==> src/rtl/sar_search8.sv <==
// Successive-approximation search: drives a magnitude comparator's `a` operand and
// binary-searches the unknown `b`. Optional early exit on `eq` via SAR_EARLY_EXIT_EN.
module sar_search8 #(
    parameter int WIDTH = 8
) (
    input  logic                       clk,
    input  logic                       rst_n,
    input  logic                       start,
    output logic [WIDTH-1:0]           guess,
    input  logic                       gr,
    input  logic                       eq,
    input  logic                       le,
    output logic                       busy,
    output logic                       done,
    output logic                       err,
    output logic [WIDTH-1:0]           result,
    output logic [$clog2(WIDTH+1)-1:0] iter,
    output logic                       state_dbg
);

    localparam int IW = $clog2(WIDTH + 1);
    localparam int KW = (WIDTH > 1) ? $clog2(WIDTH) : 1;

    localparam logic [IW-1:0]    ITER_ONE   = IW'(1);
    localparam logic [KW-1:0]    K_ONE      = KW'(1);
    localparam logic [KW-1:0]    K_TOP      = KW'(WIDTH - 1);
    localparam logic [WIDTH-1:0] GUESS_INIT = {1'b1, {(WIDTH-1){1'b0}}};

    typedef enum logic {
        IDLE  = 1'b0,
        PROBE = 1'b1
    } state_t;

    state_t           state, state_n;
    logic [WIDTH-1:0] guess_r, guess_n;
    logic [WIDTH-1:0] result_r, result_n;
    logic [KW-1:0]    k, k_n;
    logic [IW-1:0]    iter_r, iter_n;
    logic             busy_r, busy_n;
    logic             done_r, done_n;
    logic             err_r, err_n;
    logic [WIDTH-1:0] trial;
    logic             onehot;

    // A legal verdict has exactly one of gr/eq/le set.
    assign onehot = (gr & ~eq & ~le) | (~gr & eq & ~le) | (~gr & ~eq & le);

    always_ff @(posedge clk or negedge rst_n) begin
        if (!rst_n) begin
            state    <= IDLE;
            guess_r  <= '0;
            result_r <= '0;
            k        <= '0;
            iter_r   <= '0;
            busy_r   <= 1'b0;
            done_r   <= 1'b0;
            err_r    <= 1'b0;
        end else begin
            state    <= state_n;
            guess_r  <= guess_n;
            result_r <= result_n;
            k        <= k_n;
            iter_r   <= iter_n;
            busy_r   <= busy_n;
            done_r   <= done_n;
            err_r    <= err_n;
        end
    end

    always_comb begin
        state_n  = state;
        guess_n  = guess_r;
        result_n = result_r;
        k_n      = k;
        iter_n   = iter_r;
        busy_n   = busy_r;
        done_n   = 1'b0;
        err_n    = err_r;
        trial    = guess_r;

        case (state)
            IDLE: begin
                if (start) begin
                    guess_n  = GUESS_INIT;
                    k_n      = K_TOP;
                    iter_n   = '0;
                    err_n    = 1'b0;
                    result_n = '0;
                    busy_n   = 1'b1;
                    state_n  = PROBE;
                end
            end
            PROBE: begin
                iter_n = iter_r + ITER_ONE;
                if (!onehot) begin
                    // Broken verdict: abandon and report the trial as it stood.
                    err_n    = 1'b1;
                    done_n   = 1'b1;
                    result_n = guess_r;
                    busy_n   = 1'b0;
                    state_n  = IDLE;
                end
`ifdef SAR_EARLY_EXIT_EN
                else if (eq) begin
                    result_n = guess_r;
                    done_n   = 1'b1;
                    busy_n   = 1'b0;
                    state_n  = IDLE;
                end
`endif
                else begin
                    if (gr) begin
                        trial[k] = 1'b0;
                    end
                    if (k != '0) begin
                        trial[k - K_ONE] = 1'b1;
                        k_n              = k - K_ONE;
                        guess_n          = trial;
                    end else begin
                        // Last bit resolved: guess now equals the target.
                        guess_n  = trial;
                        result_n = trial;
                        done_n   = 1'b1;
                        busy_n   = 1'b0;
                        state_n  = IDLE;
                    end
                end
            end
            default: begin
                state_n = IDLE;
            end
        endcase
    end

    assign guess     = guess_r;
    assign result    = result_r;
    assign iter      = iter_r;
    assign busy      = busy_r;
    assign done      = done_r;
    assign err       = err_r;
    assign state_dbg = state;

endmodule
==> config.mk <==
export PLATFORM = sky130hd
export DESIGN_NAME = sar_search8
export DESIGN_NICKNAME = d
export VERILOG_FILES = /design/src/rtl/sar_search8.sv
export SDC_FILE = /design/constraint.sdc
export NUM_CORES = 1
export LEC_CHECK = 0
export ABC_AREA = 0
export CORE_ASPECT_RATIO = 0.7
export CORE_MARGIN = 8
export CORE_UTILIZATION = 45
export DETAILED_ROUTE_END_ITERATION = 16
export GPL_TIMING_DRIVEN = 0
export PLACE_DENSITY = 0.83
export SETUP_SLACK_MARGIN = 0.4
export SYNTH_ARGS = -nofsm -noshare
export SYNTH_HDL_FRONTEND = slang
export SYNTH_SLANG_ARGS = --single-unit
==> constraint.sdc <==
create_clock -name clk -period 4.6 [get_ports clk]
set_clock_uncertainty 0.2 [all_clocks]
set_input_delay 0.46 -clock clk [delete_from_list [all_inputs] [get_ports clk]]
set_output_delay 0.46 -clock clk [all_outputs]
set_load 0.01 [all_outputs]
==> impl_metrics.toml <==
[yosys]
share_of_flip_flops_with_an_asynchronous_set_or_reset_after_synthesis_pct = 100
syn_nets = 138
yosysUniqueCellTypes = 34
synth_area_mm2 = 0.00135
synth-edff-count = 0
synth.avg_cell_area_um2 = 10.4
syn-instance-count = 129
postSynth.topFlopCell = "sky130_fd_sc_hd__dfrtp_1"
synth_sequential_area_ratio_pct = 50.2
number_of_storage_elements_in_the_synthesis_netlist = 27
ys_warn_count = 0

[grt]
grt_first_pass_wirelength_um = 5510
number_of_antenna_violations_at_the_first_check_in_global_routing = 0
global_route.usage.total_pct = 14.3
grt_remaining_overflow = 0
grt_max_degree = 28
grt_pass1_vias = 1112

[sta]
worst-slew-pin-transition_ns = 0.608
final_hold_slack_ns = -0.0255
final_hold_vios = 27
timing.final.max_slew_violations = 0
timing.max_slew.rel_slack_pct = 59.5
fraction_of_the_cycle_the_final_worst_path_needs_pct = 48.3
max_freq_ghz = 0.450
finalWorstPathRequiredPeriod_ns = 2.22
finalSetupTns_ns = 0
report.final.setup_viol = 0
rsz0062_at_grt = "no"

[finish]
flow.area_growth_from_synthesis_pct = 28.2
finalCoreUtilization_pct = 61.1
post_route_cells_drive_above_1_share_pct = 8.64
fillers = 234
post_layout_nonfiller_instances = 198
design.final.nets = 172
stdcell_area_mm2 = 0.00173
antenna-diode-count = 0

[critical_path]
worstPathRequired_ns = 4.58
arrival_ns = 2.20
critical_path.startpoint_type = "primary input"
cp_max_fo = 10
r2r_setup_slack_ns = 2.40
crit_type = "in -> reg"
crit_end_element = "flip-flop"

[place]
gp_congestion = 0.925
placed_cell_area_mm2 = 0.00168
port_buffers = 29
placed_cells_incl_taps = 194
post-dp-hpwl_um = 2440

[power_and_ir_drop]
static-leakage-power_uw = 0.000743
netSwitchingPower_uw = 378
clkPwrFrac_pct = 14.8
swShare_pct = 39.7
worst_ir_drop_vdd_mv = 0.288
seqPwrFrac_pct = 37.4
p_int_uw = 574
power_density_mw_per_mm2 = 551
comb_power_share_pct = 47.8

[floorplan]
die_h_um = 61.8
ios = 30
die-area_mm2 = 0.00503
row_count = 16
initial_cell_density_of_the_core_pct = 47.7
die_x_um = 81.4
core_region_area_mm2 = 0.00282

[cts]
clock_sinks = 27
clk_transition_reported_paths_ns = 0.10
cts_hold_buffers_added = 0
tritoncts = "yes"
postCtsSetupRepairBufs = 0
insertion_delay_ns = 0.28
max-clock-path-buffers = 2
htree_num_levels = 1
numCtsBuffers = 3
post_cts_resize_count = 0
clock_tree.root_cell = "sky130_fd_sc_hd__clkbuf_8"

[detailed_routing]
detail_route.first_pass.iterations = 4
drt_first_iter_violations = 126
totalWireLength_um = 3300
drc = 0
postRouteAntennaNets = 0
wire_per_inst_um = 16.7
vias = 1162
avgViaCountPerCell = 5.87

[run_status]
failed_checks = "negative hold slack"
status = "complete, but fails checks"

[flow_run]
timing.max_cap.violations = 0

[hold_path]
min-delay-path-class = "in -> async"
==> cell usage after synthesis, drive strengths merged (4+ instances only) <==
master / n / area (um2)
buf: 4 / 20.0
dfrtp: 27 / 676
inv: 7 / 26.3
mux2i: 7 / 70.1
nand2: 17 / 63.8
nor2: 5 / 18.8
o211ai: 5 / 37.5
o21ai: 10 / 50.0
o31ai: 7 / 52.6
o41ai: 4 / 50.1
==> power groups by stage <==
stage | sequential [uW] | clock, uW | combinational [uW]
floorplan | 381 | 0 | 234
finish | 356 | 141 | 455
CTS | 355 | 145 | 457
detailed placement | 360 | 0 | 454
global placement | 356 | 0 | 446
global route | 364 | 151 | 497
==> final timing paths <==
| kind | to | startpoint | cells after the start |
|---|---|---|---|
| min reg2reg | busy$_DFFE_PN0P_ | busy$_DFFE_PN0P_ | 1 |
| max | guess[3]$_DFFE_PN0P_ | le | 6 |
| max reg2reg | guess[3]$_DFFE_PN0P_ | k[1]$_DFFE_PN0P_ | 8 |
| min | iter[2]$_DFFE_PN0P_ | rst_n | 1 |
| max in group asynchronous | guess[0]$_DFFE_PN0P_ | rst_n | 1 |
| min in group clk | busy$_DFFE_PN0P_ | busy$_DFFE_PN0P_ | 1 |
==> area by class of cell <==
cell class                      count  area, um2  share of cell area [%]
Clock inverter                      1       7.51                   0.435
Clock buffer                        3       41.3                    2.39
Multi-Input combinational cell     88        613                    35.5
Timing Repair Buffer               29        285                    16.5
Buffer                              7       31.3                    1.81
Tap cell                           36       45.0                    2.61
Inverter                            7       26.3                    1.52
Sequential cell                    27        676                    39.2
==> layer usage <==
layer  vias to the layer above  part of all wire (%)  global-route usage, %
li1                        545                     -                      -
met1                       566                    45                   19.2
met2                        44                    43                   21.0
met3                         7                    10                   5.46
met4                         0                   1.8                   3.80
met5                         -                     0                      0
==> logic make-up (layout without fill, tap and decap cells) <==
group           count (synthesis)  after routing  share of synthesized area [%]
compound gates                 41             41                           23.8
xor+xnor                        5              5                           3.25
fa+ha+maj                       3              3                           2.79
buf+inv                        14             47                           4.28
flops                          27             27                           50.2
mux                             7              7                           5.20
simple gates                   32             32                           10.5
==> layout by cell type, fill, tap and decap left out, types with 5 or more instances in the layout <==
cell type / netlist / layout
sky130_fd_sc_hd__nor2_1: 5 / 5
sky130_fd_sc_hd__mux2i_1: 7 / 7
sky130_fd_sc_hd__buf_2: 4 / 5
sky130_fd_sc_hd__o21ai_0: 9 / 9
sky130_fd_sc_hd__inv_1: 5 / 5
sky130_fd_sc_hd__nand2_1: 17 / 17
sky130_fd_sc_hd__dfrtp_1: 27 / 27
sky130_fd_sc_hd__o211ai_1: 5 / 5
sky130_fd_sc_hd__clkdlybuf4s50_1: 0 / 28
sky130_fd_sc_hd__o31ai_1: 7 / 7
==> flip-flops by register name (all words and copies together) (netlist names) <==
register,count
busy,1
done,1
err,1
guess,8
iter,4
k,3
result,8
state_dbg,1
==> stage by stage <==
stage | setup WS, ns | hold WS (ns) | total power (uW)
floorplan | 2.67 | -0.0356 | 615
global placement | 2.12 | 0.272 | 802
detailed placement | 2.09 | 0.285 | 814
CTS | 2.39 | 0.307 | 956
global route | 2.25 | 0.0244 | 1010
finish | 2.38 | -0.0255 | 951
==> critical path, stage by stage <==
cell and delay, ns:
sky130_fd_sc_hd__clkdlybuf4s50_1 0.53, sky130_fd_sc_hd__xor2_1 0.29, sky130_fd_sc_hd__o221ai_2 0.19, sky130_fd_sc_hd__or2_1 0.25, sky130_fd_sc_hd__buf_2 0.19, sky130_fd_sc_hd__o41ai_2 0.30
Power figures use the tool's default switching activity.
